--- src/rtl/mem_port_arbiter_pkg.sv ---
// Shared definitions for the F/D memory port arbiter: state encoding and
// mux select values.
package mem_port_arbiter_pkg;

    typedef enum logic [1:0] {
        IDLE   = 2'd0,
        BUSY_F = 2'd1,
        BUSY_D = 2'd2
    } arb_state_t;

    localparam logic SEL_FETCH = 1'b0;
    localparam logic SEL_DATA  = 1'b1;

endpackage

--- src/rtl/mem_port_arbiter_timeout_counter.sv ---
// Transaction watchdog: counts enabled cycles and flags expiry at limit-1,
// so an abort on the following edge lands exactly limit cycles in.
module arb_timeout_counter #(
    parameter int CNT_W = 8
) (
    input  logic             clk,
    input  logic             reset_n,
    input  logic             clr,
    input  logic             en,
    input  logic [CNT_W-1:0] limit,
    output logic             expired
);

    localparam logic [CNT_W-1:0] ONE = {{(CNT_W-1){1'b0}}, 1'b1};

    logic [CNT_W-1:0] cnt;

    // A zero limit disables the watchdog entirely.
    assign expired = (limit != '0) && (cnt == limit - ONE);

    always_ff @(posedge clk or negedge reset_n) begin
        if (!reset_n) begin
            cnt <= '0;
        end else if (clr) begin
            cnt <= '0;
        end else if (en && !expired) begin
            cnt <= cnt + ONE;
        end
    end

endmodule

--- src/rtl/mem_port_arbiter.sv ---
// Round-robin arbiter for the shared memory port between instruction fetch (F)
// and load/store (D), with req/ack sequencing and a per-transaction timeout.
module mem_port_arbiter
    import mem_port_arbiter_pkg::*;
#(
    parameter int TIMEOUT_CYC = 64,
    parameter int CNT_W       = 8
) (
    input  logic clk,
    input  logic reset_n,
    input  logic f_req,
    input  logic d_req,
    input  logic d_we,
    input  logic mem_ack,
    output logic mem_sel,
    output logic mem_req,
    output logic mem_we,
    output logic f_done,
    output logic d_done,
    output logic busy,
    output logic timeout_err
);

    localparam logic [CNT_W-1:0] TMO_LIMIT = CNT_W'(TIMEOUT_CYC);

    arb_state_t state, state_nxt;
    logic       last_grant, last_grant_nxt;
    logic       mem_sel_nxt, mem_req_nxt, mem_we_nxt;
    logic       f_done_nxt, d_done_nxt, busy_nxt, timeout_err_nxt;
    logic       f_win, d_win, gsel, expired, in_busy, tmo_hit;

    // A requester still shows req during its own done cycle; it must not
    // be re-granted for a transaction that has just completed.
    assign f_win   = f_req && !f_done;
    assign d_win   = d_req && !d_done;
    assign gsel    = (f_win && d_win) ? ~last_grant : d_win;
    assign in_busy = (state == BUSY_F) || (state == BUSY_D);
    assign tmo_hit = in_busy && expired && !mem_ack;

    arb_timeout_counter #(
        .CNT_W(CNT_W)
    ) u_tmo (
        .clk    (clk),
        .reset_n(reset_n),
        .clr    (!in_busy || mem_ack),
        .en     (in_busy),
        .limit  (TMO_LIMIT),
        .expired(expired)
    );

    always_ff @(posedge clk or negedge reset_n) begin
        if (!reset_n) begin
            state       <= IDLE;
            last_grant  <= SEL_DATA;
            mem_sel     <= SEL_FETCH;
            mem_req     <= 1'b0;
            mem_we      <= 1'b0;
            f_done      <= 1'b0;
            d_done      <= 1'b0;
            busy        <= 1'b0;
            timeout_err <= 1'b0;
        end else begin
            state       <= state_nxt;
            last_grant  <= last_grant_nxt;
            mem_sel     <= mem_sel_nxt;
            mem_req     <= mem_req_nxt;
            mem_we      <= mem_we_nxt;
            f_done      <= f_done_nxt;
            d_done      <= d_done_nxt;
            busy        <= busy_nxt;
            timeout_err <= timeout_err_nxt;
        end
    end

    always_comb begin
        state_nxt      = state;
        last_grant_nxt = last_grant;
        case (state)
            IDLE: begin
                if (f_win || d_win) begin
                    state_nxt      = (gsel == SEL_DATA) ? BUSY_D : BUSY_F;
                    last_grant_nxt = gsel;
                end
            end
            BUSY_F, BUSY_D: begin
                // Ack takes priority over a coincident expiry.
                if (mem_ack || expired) begin
                    state_nxt = IDLE;
                end
            end
            default: state_nxt = IDLE;
        endcase
    end

    always_comb begin
        mem_sel_nxt     = mem_sel;
        mem_we_nxt      = mem_we;
        mem_req_nxt     = (state_nxt != IDLE);
        busy_nxt        = (state_nxt != IDLE);
        f_done_nxt      = (state == BUSY_F) && (state_nxt == IDLE);
        d_done_nxt      = (state == BUSY_D) && (state_nxt == IDLE);
        timeout_err_nxt = timeout_err || tmo_hit;
        if ((state == IDLE) && (state_nxt != IDLE)) begin
            mem_sel_nxt = gsel;
            mem_we_nxt  = (gsel == SEL_DATA) && d_we;
        end else if (state_nxt == IDLE) begin
            mem_we_nxt = 1'b0;
        end
    end

endmodule

--- config.mk ---
export PLATFORM = sky130hd
export DESIGN_NAME = mem_port_arbiter
export DESIGN_NICKNAME = d
export VERILOG_FILES = /design/src/rtl/mem_port_arbiter_pkg.sv /design/src/rtl/mem_port_arbiter_timeout_counter.sv /design/src/rtl/mem_port_arbiter.sv
export SDC_FILE = /design/constraint.sdc
export NUM_CORES = 1
export LEC_CHECK = 0
export CORE_ASPECT_RATIO = 0.8
export CORE_MARGIN = 2
export CORE_UTILIZATION = 46
export CTS_CLUSTER_DIAMETER = 100
export CTS_CLUSTER_SIZE = 20
export DETAILED_ROUTE_END_ITERATION = 10
export GPL_ROUTABILITY_DRIVEN = 0
export PLACE_DENSITY = 0.71
export SYNTH_ARGS = -nofsm -noshare
export SYNTH_HDL_FRONTEND = slang
export SYNTH_SLANG_ARGS = --single-unit
--- constraint.sdc ---
create_clock -name clk -period 2.15 [get_ports clk]
set_input_delay 0.645 -clock clk [delete_from_list [all_inputs] [get_ports clk]]
set_output_delay 0.645 -clock clk [all_outputs]
set_load 0.02 [all_outputs]
Word-level counts from Yosys, hierarchy flattened
Cells that the tools add are included.
Operators by class
  reductions and logical operators: 27
  multiplexer cells: 9
  add/subtract/negate cells: 1
  bitwise logic cells: 1
  eq/ne operators: 3
Operator list (count)
  two-way mux 8 bit: 2
  logical AND 1 bit: 10
  adder 8 x 1 -> 8 bit, second input constant: 1
  == test 8 x 6 -> 1 bit, second input constant: 1
  two-way mux 2 bit: 3
  nonzero test 2 bit: 3
  zero test 1 bit: 5
  logical OR 1 bit: 5
  zero test 2 bit: 2
  one-hot mux 2 bit (2 select lines): 1
  two-way mux 1 bit: 3
  == test 2 x 1 -> 1 bit, second input constant: 1
  == test 2 bit, second input constant: 1
  AND reduction 2 bit: 1
  OR reduction 2 bit: 1
  NOT 1 bit: 1
Word-level totals
  register bits after elaboration: 17
  input bits: 6

Longest topological paths before layout
Gate-level depths: netlist (run 1).
  depth after elaboration: 10
  depth in mapped cells: 7

Cells and area by module
Synthesis (run 1) repeated with hierarchy kept, for this count alone.
Second synthesis, totals
  cell total of the unflattened synthesis: 132
  area total of the unflattened synthesis: 1209.9 um^2
Modules (own cells, without submodules)
  arb_timeout_counter: cells each 82, instances 1, sequential area each 200.2 um^2, area each 713.2 um^2
  mem_port_arbiter: cells each 50, instances 1, sequential area each 226.5 um^2, area each 496.7 um^2

Worst setup path before layout (run 1)
OpenSTA, ideal clock, no wires.
  path type: register -> register
  start point: register state[0]
  end point: register mem_sel
  path slack: 408 ps
  path buffers: 0
  stages on the path, launching flop included: 8
  clock period less this slack: 1742 ps
  data arrival time: 1620 ps
  setup time: 122 ps
  path through: dfrtp_1 -> inv_1 -> ha_1 -> and2b_1 -> o21ai_0 -> a221oi_2 -> o21ai_1 -> o2bb2ai_1
On the way
  longest elaborated chain between the ends: 5
  elaborated cells between the ends (all ways): 9
Ends and longest elaborated chain
  start, declared: line mem_port_arbiter.sv:26  | arb_state_t state, state_nxt;
  start signal, assigned: line mem_port_arbiter.sv:63  | state <= state_nxt;
  == test 2 x 1 -> 1 bit or == test 2 bit (tied branches): line mem_port_arbiter.sv:78  | case (state)
  OR reduction 2 bit: line mem_port_arbiter.sv:78
  one-hot mux 2 bit (2 select lines) *: line mem_port_arbiter.sv:78
  named net state_nxt[1]: line mem_port_arbiter.sv:26
  nonzero test 2 bit *: line mem_port_arbiter.sv:103  | if ((state == IDLE) && (state_nxt != IDLE)) begin
  logical AND 1 bit *: line mem_port_arbiter.sv:103
  end signal, assigned: line mem_port_arbiter.sv:65  | mem_sel <= mem_sel_nxt;
  end, declared: line mem_port_arbiter.sv:15  | output logic mem_sel,
The timed path passes the listed nets; every way through them passes the cells marked *.
A chain may end at the register's enable or synchronous reset.

Worst setup path in the final report (run 1)
  start point: register f_done
  end point: output f_done
RTL lines
  start, declared: line mem_port_arbiter.sv:18  | output logic f_done,
  start signal, assigned: line mem_port_arbiter.sv:68  | f_done <= f_done_nxt;
No word-level cell between the ends.

==> impl_metrics.csv, run 1 <==
group,metric,value,unit
clock_tree,cts.clk_slew.worst_paths,0.09,ns
worst_setup_path,cp_max_fo,4,
run_status,outcome,"finished, final reports clean",
clock_tree,clkLatencyLatePin,0.28,ns
timing,finalCritPeriodShare,89.76,%
cells_and_area,drive_gt1_share,15.00,%
detailed_routing,drc,0,
worst_setup_path,cp_slowest_stage_delay,0.61,ns
synthesis,synthesis.nets,91,
timing,rsz0062_at_grt,"no",
global_route,antenna_found_initial,0,
clock_tree,cts_resized,0,
clock_tree,cts_tree,"built",
placement,dp_hpwl,1207,um
clock_tree,cts-root-buf,"clkbuf_4",
clock_tree,hold_buffers,0,
clock_tree,clock_path_buffers,2,
detailed_routing,dr.pass1.iters,4,
worst_setup_path,endpoint_kind,"primary output",
worst_setup_path,crit_path_top_delay_cell,"clkdlybuf4s50_1",
clock_tree,postCtsSetupBuffers,0,
power,leakagePower,0.4985,nW
clock_tree,cts_made_buffers,3,
synthesis,yosysWarnings,0,
detailed_routing,vias_per_cell,5.194,
floorplanning,ios,13,
timing,drv_slew,0,
global_route,grt_pass1_vias,568,
cells_and_area,utilization,58.93,%
worst_setup_path,path_delay_family,"buffers and inverters",
timing,finalSetupViolCount,0,
cells_and_area,top_regs,"u_tmo.cnt: 8 flops, state: 2 flops",
global_route,grt_start_max_net_pins,10,
detailed_routing,drtIter0Drc,6,
detailed_routing,routed_wl,1550,um
worst_setup_path,start_kind,"register",
worst_hold_path,hold_start,"timeout_err",
synthesis,synthCells,80,
cells_and_area,regMostFlops,"u_tmo.cnt",
timing,skew,0.001499,ns
global_route,grt_overflow_total,0,
cells_and_area,area_delta_synth_final,23.81,%
clock_tree,htreeDepth,1,
power,finalPower,1.239,mW
cells_and_area,fin_nets,112,
synthesis,avgSynthCellArea,10.84,um2
synthesis,ys_seq_elements,17,
power,p_per_area,1154,nW/um2
cells_and_area,layout_commonest_cell,"dfrtp_1",
synthesis,synth_edf_count,0,
synthesis,ys_seq_area_share,49.21,%
timing,tightest_slew,0.3901,ns
worst_setup_path,crit_start,"f_done",
floorplanning,die_w,52.54,um
floorplanning,num_rows,14,
timing,finalHoldViolations,0,
global_route,grt_pass1_wl,2539,um
worst_setup_path,crit_chain,"clkdlybuf4s50_1",
worst_hold_path,min_path_type,"register to register",
timing,period_minus_slack,1.930,ns
cells_and_area,antenna_cells,0,
synthesis,synth_flop_cell,"dfrtp_1",
synthesis,synth_top_cell_area_share,46.18,%
worst_setup_path,path_buf_inv,1,
power,ir_drop,0.6152,mV
timing,worst_slew_margin_rel,73.91,%
worst_setup_path,cp.required,1.50,ns
detailed_routing,wl_per_cell,12.50,um
global_route,track_usage,15.91,%
floorplanning,initial_utilization,47.60,%
floorplanning,dieArea,2250,um2
cells_and_area,largest_register_ff_count,8,
detailed_routing,antenna_left,0,
detailed_routing,via_count,644,
clock_tree,clock-sinks,17,
floorplanning,coreArea,1822,um2
flow_run,drv_cap,0,
worst_setup_path,cp.arrival,1.28,ns
synthesis,syn_area,867.1,um2
worst_setup_path,worstReg2RegStart,"state[0]",
floorplanning,die_h,42.83,um
cells_and_area,final_cell_mix,"dfrtp_1, clkdlybuf4s50_1, inv_1",
placement,port_buffers,12,
synthesis,ys_top_cells_by_area,"dfrtp_1, ha_1, o21ai_0",
timing,hold_slack,0.4674,ns
synthesis,ys_types,34,
worst_setup_path,worstSetupPathType,"register to primary output",
synthesis,synth_top_cell_by_area,"dfrtp_1",
synthesis,synthArstFlopShare,100.0,%
timing,fmax,518.2,MHz
==> kinds of logic after synthesis <==
family	after synthesis	share of synthesized area, %
flops	17	49.21
compound gates	22	18.18
simple gates	24	17.89
xor+xnor	2	2.021
buf+inv	9	4.329
fa+ha+maj	5	7.215
mux	1	1.154
==> metrics by stage <==
step | cell area (um2) | setup TNS (ns) | instances | setup WS (ns)
floorplan | 867.1 | 0 | 80 | 0.4076
global placement | 1047 | -0.1129 | 120 | -0.05402
detailed placement | 1047 | -0.1338 | 120 | -0.05455
CTS | 1074 | 0 | 124 | 0.2114
global route | 1074 | 0 | 124 | 0.1613
finish | 1074 | 0 | 124 | 0.2202
==> cells in the mapped netlist (2+ instances only) <==
cell,count
dfrtp_1,16
inv_1,8
o21ai_0,7
ha_1,5
a31oi_1,4
nor2_1,4
a21oi_1,3
and3_1,3
and2_1,2
nand2b_1,2
nand3_1,2
nand4_1,2
==> layer usage <==
layer | up-vias | track usage (%) | wire, um
met4 | 0 | 10.26 | 34
met5 | - | 0 | 0
met3 | 4 | 2.817 | 42
met1 | 303 | 24.54 | 834
li1 | 327 | - | -
met2 | 10 | 20.00 | 638
==> final cells by class <==
| type | count | area, um2 |
|---|---|---|
| tap | 24 | 30.03 |
| sequential | 17 | 426.7 |
| timing repair buffer | 17 | 157.7 |
| multi-input combinational | 54 | 402.9 |
| fill | 162 | 748.2 |
| inverter | 8 | 30.03 |
| clock buffer | 4 | 26.28 |
==> power breakdown <==
group	internal [mW]	switching (mW)	leakage [nW]
Clock	0.0721	0.0966	0.0150
Sequential	0.405	0.0591	0.227
Combinational	0.286	0.321	0.256
==> worst paths after layout <==
check                               end  cells past startpoint  slack (ns)
setup / recovery                 f_done                      1        0.22
hold / removal              timeout_err                      1        0.47
setup reg to reg                mem_sel                      7        0.31
hold reg to reg             timeout_err                      1        0.47
max in group asynchronous  u_tmo.cnt[1]                      2        1.04
min in group asynchronous        mem_we                      1        0.64
No activity file was read; power rests on OpenSTA's default activity.
==> run 2, diff against run 1 <==
GPL_ROUTABILITY_DRIVEN = default   (was 0)
==> results of run 2 <==
Final layout, timing and power as in run 1 (identical DEF).
==> run 3, diff against run 2 <==
CORE_MARGIN = default   (was 2)
TNS_END_PERCENT = 50   (was default)
==> run 3 against run 2 <==
Routed wire length grew 4.0%. Setup slack worse by 0.0064 ns. Sequential power barely moved.
==> impl_metrics.csv, run 3 (same netlist as run 1, synthesis figures left out) <==
group,metric,value,unit
cells_and_area,finalInstanceArea,1080,um2
worst_setup_path,endpoint_kind,"primary output",
cells_and_area,drive_gt1_share,16.83,%
clock_tree,cts.clk_slew.worst_paths,0.09,ns
global_route,grt_pass1_vias,569,
timing,finalHoldViolations,0,
cells_and_area,layout_commonest_cell,"dfrtp_1",
worst_setup_path,regToRegSetupSlack,0.22,ns
timing,skew,0.007274,ns
run_status,outcome,"finished, final reports clean",
power,leakagePower,0.5064,nW
cells_and_area,area_delta_synth_final,24.53,%
global_route,grt_pass1_wl,2559,um
worst_setup_path,path_delay_family,"buffers and inverters",
power,p_per_area,1162,nW/um2
worst_setup_path,cp_slowest_stage_delay,0.61,ns
worst_setup_path,worstReg2RegStart,"state[0]",
timing,fmax,516.5,MHz
clock_tree,htreeDepth,1,
cells_and_area,n_fill_cell,138,
worst_setup_path,cp_max_fo,4,
floorplanning,ios,13,
clock_tree,cts-root-buf,"clkbuf_4",
global_route,grt_start_max_net_pins,11,
timing,drv_slew,0,
floorplanning,die_w,50.54,um
detailed_routing,routed_wl,1612,um
global_route,antenna_found_initial,0,
cells_and_area,top_regs,"u_tmo.cnt: 8 flops, state: 2 flops",
worst_setup_path,start_kind,"register",
worst_setup_path,cp.arrival,1.29,ns
timing,worst_slew_margin_rel,74.24,%
power,swShare,38.70,%
worst_setup_path,cp.required,1.50,ns
detailed_routing,antenna_left,0,
cells_and_area,antenna_cells,0,
detailed_routing,dr.pass1.iters,4,
worst_setup_path,ff2ff_path_depth,7,
placement,dp_hpwl,1271,um
timing,period_minus_slack,1.936,ns
cells_and_area,largest_register_ff_count,8,
global_route,track_usage,18.05,%
placement,gp_congestion,0.7978,
power,netSwitchingPower,0.4858,mW
worst_setup_path,rr_endpoint,"d_done",
timing,tightest_slew,0.3864,ns
power,p_int,0.7693,mW
floorplanning,dieArea,2064,um2
worst_hold_path,hold_start,"timeout_err",
worst_setup_path,crit_chain,"clkdlybuf4s50_1",
power,seq_power_share,37.2,%
worst_hold_path,hold_end,"timeout_err",
timing,finalSetupViolCount,0,
placement,dpl-instance-area,1052,um2
power,pwr-share-comb,49.1,%
floorplanning,initial_utilization,51.26,%
placement,place_ws,-0.1116,ns
clock_tree,cts_resized,0,
timing,finalCritPeriodShare,90.06,%
clock_tree,cts_made_buffers,3,
clock_tree,clock-sinks,17,
detailed_routing,wl_per_cell,13.11,um
worst_setup_path,path_buf_inv,1,
timing,setup_ws,0.2138,ns
clock_tree,clock_path_buffers,2,
placement,port_buffers,12,
cells_and_area,final_cell_mix,"dfrtp_1, clkdlybuf4s50_1, inv_1",
clock_tree,postCtsSetupBuffers,0,
clock_tree,cts_tree,"built",
floorplanning,die_h,40.83,um
detailed_routing,via_count,647,
worst_setup_path,worstSetupPathType,"register to primary output",
global_route,grt_overflow_total,0,
cells_and_area,utilization,63.83,%
worst_setup_path,crit_cells,1,
timing,rsz0062_at_grt,"no",
timing,setup_tns,0,ns
cells_and_area,regMostFlops,"u_tmo.cnt",
worst_hold_path,whs_path_depth,1,
worst_setup_path,crit_path_top_delay_cell,"clkdlybuf4s50_1",
power,ir_drop,0.9684,mV
detailed_routing,drtIter0Drc,3,
power,clkPwrFrac,13.7,%
clock_tree,clkLatencyLatePin,0.29,ns
flow_run,drv_cap,0,
worst_hold_path,min_path_type,"register to register",
detailed_routing,vias_per_cell,5.260,
floorplanning,num_rows,13,
cells_and_area,fin_nets,113,
detailed_routing,drc,0,
floorplanning,coreArea,1692,um2
clock_tree,hold_buffers,0,
## run 3: cell type report
class	count	area, um2	share of cell area (%)
sequential	17	426.7	39.51
multi-input combinational	54	402.9	37.31
timing repair buffer	18	165.2	15.30
inverter	8	30.03	2.781
tap	22	27.53	2.549
clock buffer	3	22.52	2.086
clock inverter	1	5.005	0.4635
## run 3: power groups by stage
stage	combinational [mW]	sequential, mW	clock [mW]
5_1_grt	0.678	0.479	0.191
6_report	0.616	0.467	0.172
4_1_cts	0.624	0.468	0.177
3_3_place_gp	0.613	0.468	0
2_1_floorplan	0.360	0.504	0
3_5_place_dp	0.622	0.473	0
## run 3: worst register-to-register path: stages (launching register included)
cell and delay (ns):
dfrtp_1 0.42, inv_1 0.11, ha_1 0.30, and2b_1 0.19
o21ai_0 0.13, a221oi_2 0.42, nor2_4 0.09, and2_1 0.17
## run 3: worst max path at each step
stage	startpoint	end	slack, ns
2_1_floorplan	state[0]	mem_sel	0.41
3_3_place_gp	d_req	mem_sel	-0.07
3_5_place_dp	d_req	d_done	-0.11
4_1_cts	d_done	d_done	0.20
5_1_grt	state[1]	d_done	0.12
6_report	f_done	f_done	0.21
## run 3: layer usage
| layer | track usage [%] | share of wire (%) | routed length (um) |
|---|---|---|---|
| met5 | 0 | 0 | 0 |
| met4 | 3.472 | 0.62 | 10 |
| met3 | 5.926 | 4.6 | 74 |
| met2 | 27.67 | 44 | 711 |
| met1 | 25.35 | 51 | 816 |
## run 3: per-stage QoR
| stage | hold slack [ns] | total power [mW] | instances |
|---|---|---|---|
| 2_1_floorplan | 0.3494 | 0.8633 | 80 |
| 3_3_place_gp | 0.4440 | 1.081 | 119 |
| 6_report | 0.4705 | 1.255 | 123 |
| 3_5_place_dp | 0.4464 | 1.095 | 119 |
| 5_1_grt | 0.5086 | 1.347 | 123 |
| 4_1_cts | 0.4734 | 1.268 | 123 |
==> RTL change (flow settings as in run 2) <==
`CNT_W` is set to 8 in 2 places; all go to 9.
--- a/src/rtl/mem_port_arbiter_timeout_counter.sv
+++ b/src/rtl/mem_port_arbiter_timeout_counter.sv
@@ -1,7 +1,7 @@
 // Transaction watchdog: counts enabled cycles and flags expiry at limit-1,
 // so an abort on the following edge lands exactly limit cycles in.
 module arb_timeout_counter #(
-    parameter int CNT_W = 8
+    parameter int CNT_W = 9
 ) (
     input  logic             clk,
     input  logic             reset_n,
--- a/src/rtl/mem_port_arbiter.sv
+++ b/src/rtl/mem_port_arbiter.sv
@@ -4,7 +4,7 @@
     import mem_port_arbiter_pkg::*;
 #(
     parameter int TIMEOUT_CYC = 64,
-    parameter int CNT_W       = 8
+    parameter int CNT_W       = 9
 ) (
     input  logic clk,
     input  logic reset_n,
Function: same outputs for any inputs over 10 cycles, from zero or initial values and one cycle with reset_n low; that may be too few to reach the edited logic, so the function may still have changed.
==> RTL change against run 2 <==
- sequential cell count is 1 higher
- final area is 8.7% higher
- wire length increased by 9.9%
- synthesized area increased by 12%
- worst setup slack lost 0.018 ns
- critical path depth is the same
- core utilization rose by 1.1 points
- power rose by 2.5%
- critical endpoint unchanged
- largest power group unchanged
- highest routed layer unchanged
==> RTL change: results (changes against run 2) <==
[status]
status=finished, final reports clean

[placed_design]
place_congestion=0.781  ; -1.2%
dpl.cell_count=126  ; +5.0%
placed_area_mm2=0.00114  ; +9.0%
hpwl_mm=1.35  ; +12%

[layout]
layout-drive-gt1-share_pct=19.8  ; +4.8 points
final.fill_count=166  ; +2.5%

[detailed_routing]
met2_length_um=737  ; +16%
met3WireLength_um=64  ; +52%
drt_iter0_drc=10  ; +4
routed_wl_mm=1.70  ; +9.9%
drt_pass1_iterations=4  ; unchanged
avgViaCountPerCell=5.26  ; +1.3%
vias=684  ; +6.2%

[pwr]
p_switching_uw=489  ; +2.5%
ir_drop_mv=0.690  ; +12%
p_leak_uw=0.000496  ; -0.48%

[global_route]
first_global_vias=641  ; +13%
use_met2_pct=24.5  ; +4.5 points
grt_util_all_layers_pct=15.8  ; -0.16 points
grt_pass1_wl_mm=2.93  ; +15%
grt_use_met3_pct=6.30  ; +3.5 points
grt_util_met1_pct=21.2  ; -3.3 points
grt_max_degree=19  ; +9

[synth]
synth.yosys.seq_area_share_pct=46.5  ; -2.7 points
synthCells=88  ; +10%
synth_nets=99  ; +8.8%
ys_top_cells_by_count=dfrtp_1 (17), nor2_1 (10), ha_1 (5), o21ai_0 (5)
synthTopCellsByArea=dfrtp_1 (44%), ha_1 (6.4%), nor2_1 (3.9%)
synth.distinct_cells=36  ; +5.9%

[critical_path]
arrival_ns=1.30  ; +0.02 ns
cpPeakStageDelay_ns=0.61  ; about the same

[clock_tree]
cts_setup_buffers=0  ; unchanged
worst_skew_pair.late_latency_ns=0.30  ; +0.02 ns
cts_resized=0  ; unchanged

[sta]
clock_skew_ns=0.0131  ; +0.0116 ns
slew_headroom_pct=79.4  ; +5.5 points

-- RTL change: cell count changes in the layout (fill, tap and decap cells not counted), sizes merged, moves of 2 or more --
cell	run 2	this run
a31oi	4	2
inv	8	3
nand2	1	4
nor2	5	11
nor3	0	3
o21ai	8	5
xnor2	1	4
-- RTL change: cell type report --
cell class / instances / share of cell area (%)
Multi-Input combinational cell: 65 / 42.7
Sequential cell: 18 / 38.7
Timing Repair Buffer: 16 / 12.9
Tap cell: 24 / 2.57
Clock buffer: 4 / 2.25
Inverter: 3 / 0.965
-- RTL change: path summary, 6_finish.rpt --
check,slack (ns),start,end
worst max-delay path,0.20,f_done,f_done
worst min-delay path,0.48,timeout_err,timeout_err
worst max register to register,0.26,state[1],mem_sel
worst min register to register,0.48,timeout_err,timeout_err
max in group asynchronous,1.23,reset_n,last_grant
min in group asynchronous,0.65,reset_n,u_tmo.cnt[0]
-- RTL change: logic make-up after synthesis --
logic type	share of synthesized area [%]
AO/OA/AOI/OAI	14.9
XOR/XNOR	4.50
adder cells (fa/ha/maj)	6.44
buffers and inverters	2.32
flip-flops	46.5
multiplexers	1.03
AND/OR/NAND/NOR	24.3
-- RTL change: through the flow --
stage,hold slack (ns),utilization [%],power [uW],worst slack (ns)
2_1_floorplan,0.349,-,882,0.434
3_3_place_gp,0.454,58.7,1090,-0.0531
3_5_place_dp,0.448,58.7,1110,-0.0674
4_1_cts,0.474,60.0,1290,0.199
5_1_grt,0.508,60.0,1360,0.132
6_report,0.478,60.0,1270,0.202
-- RTL change: power by group through the flow --
stage	Sequential [uW]	Clock [uW]	Combinational, uW
2_1_floorplan	528	0	354
3_3_place_gp	481	0	608
3_5_place_dp	487	0	620
4_1_cts	479	185	622
5_1_grt	489	201	673
6_report	479	176	615
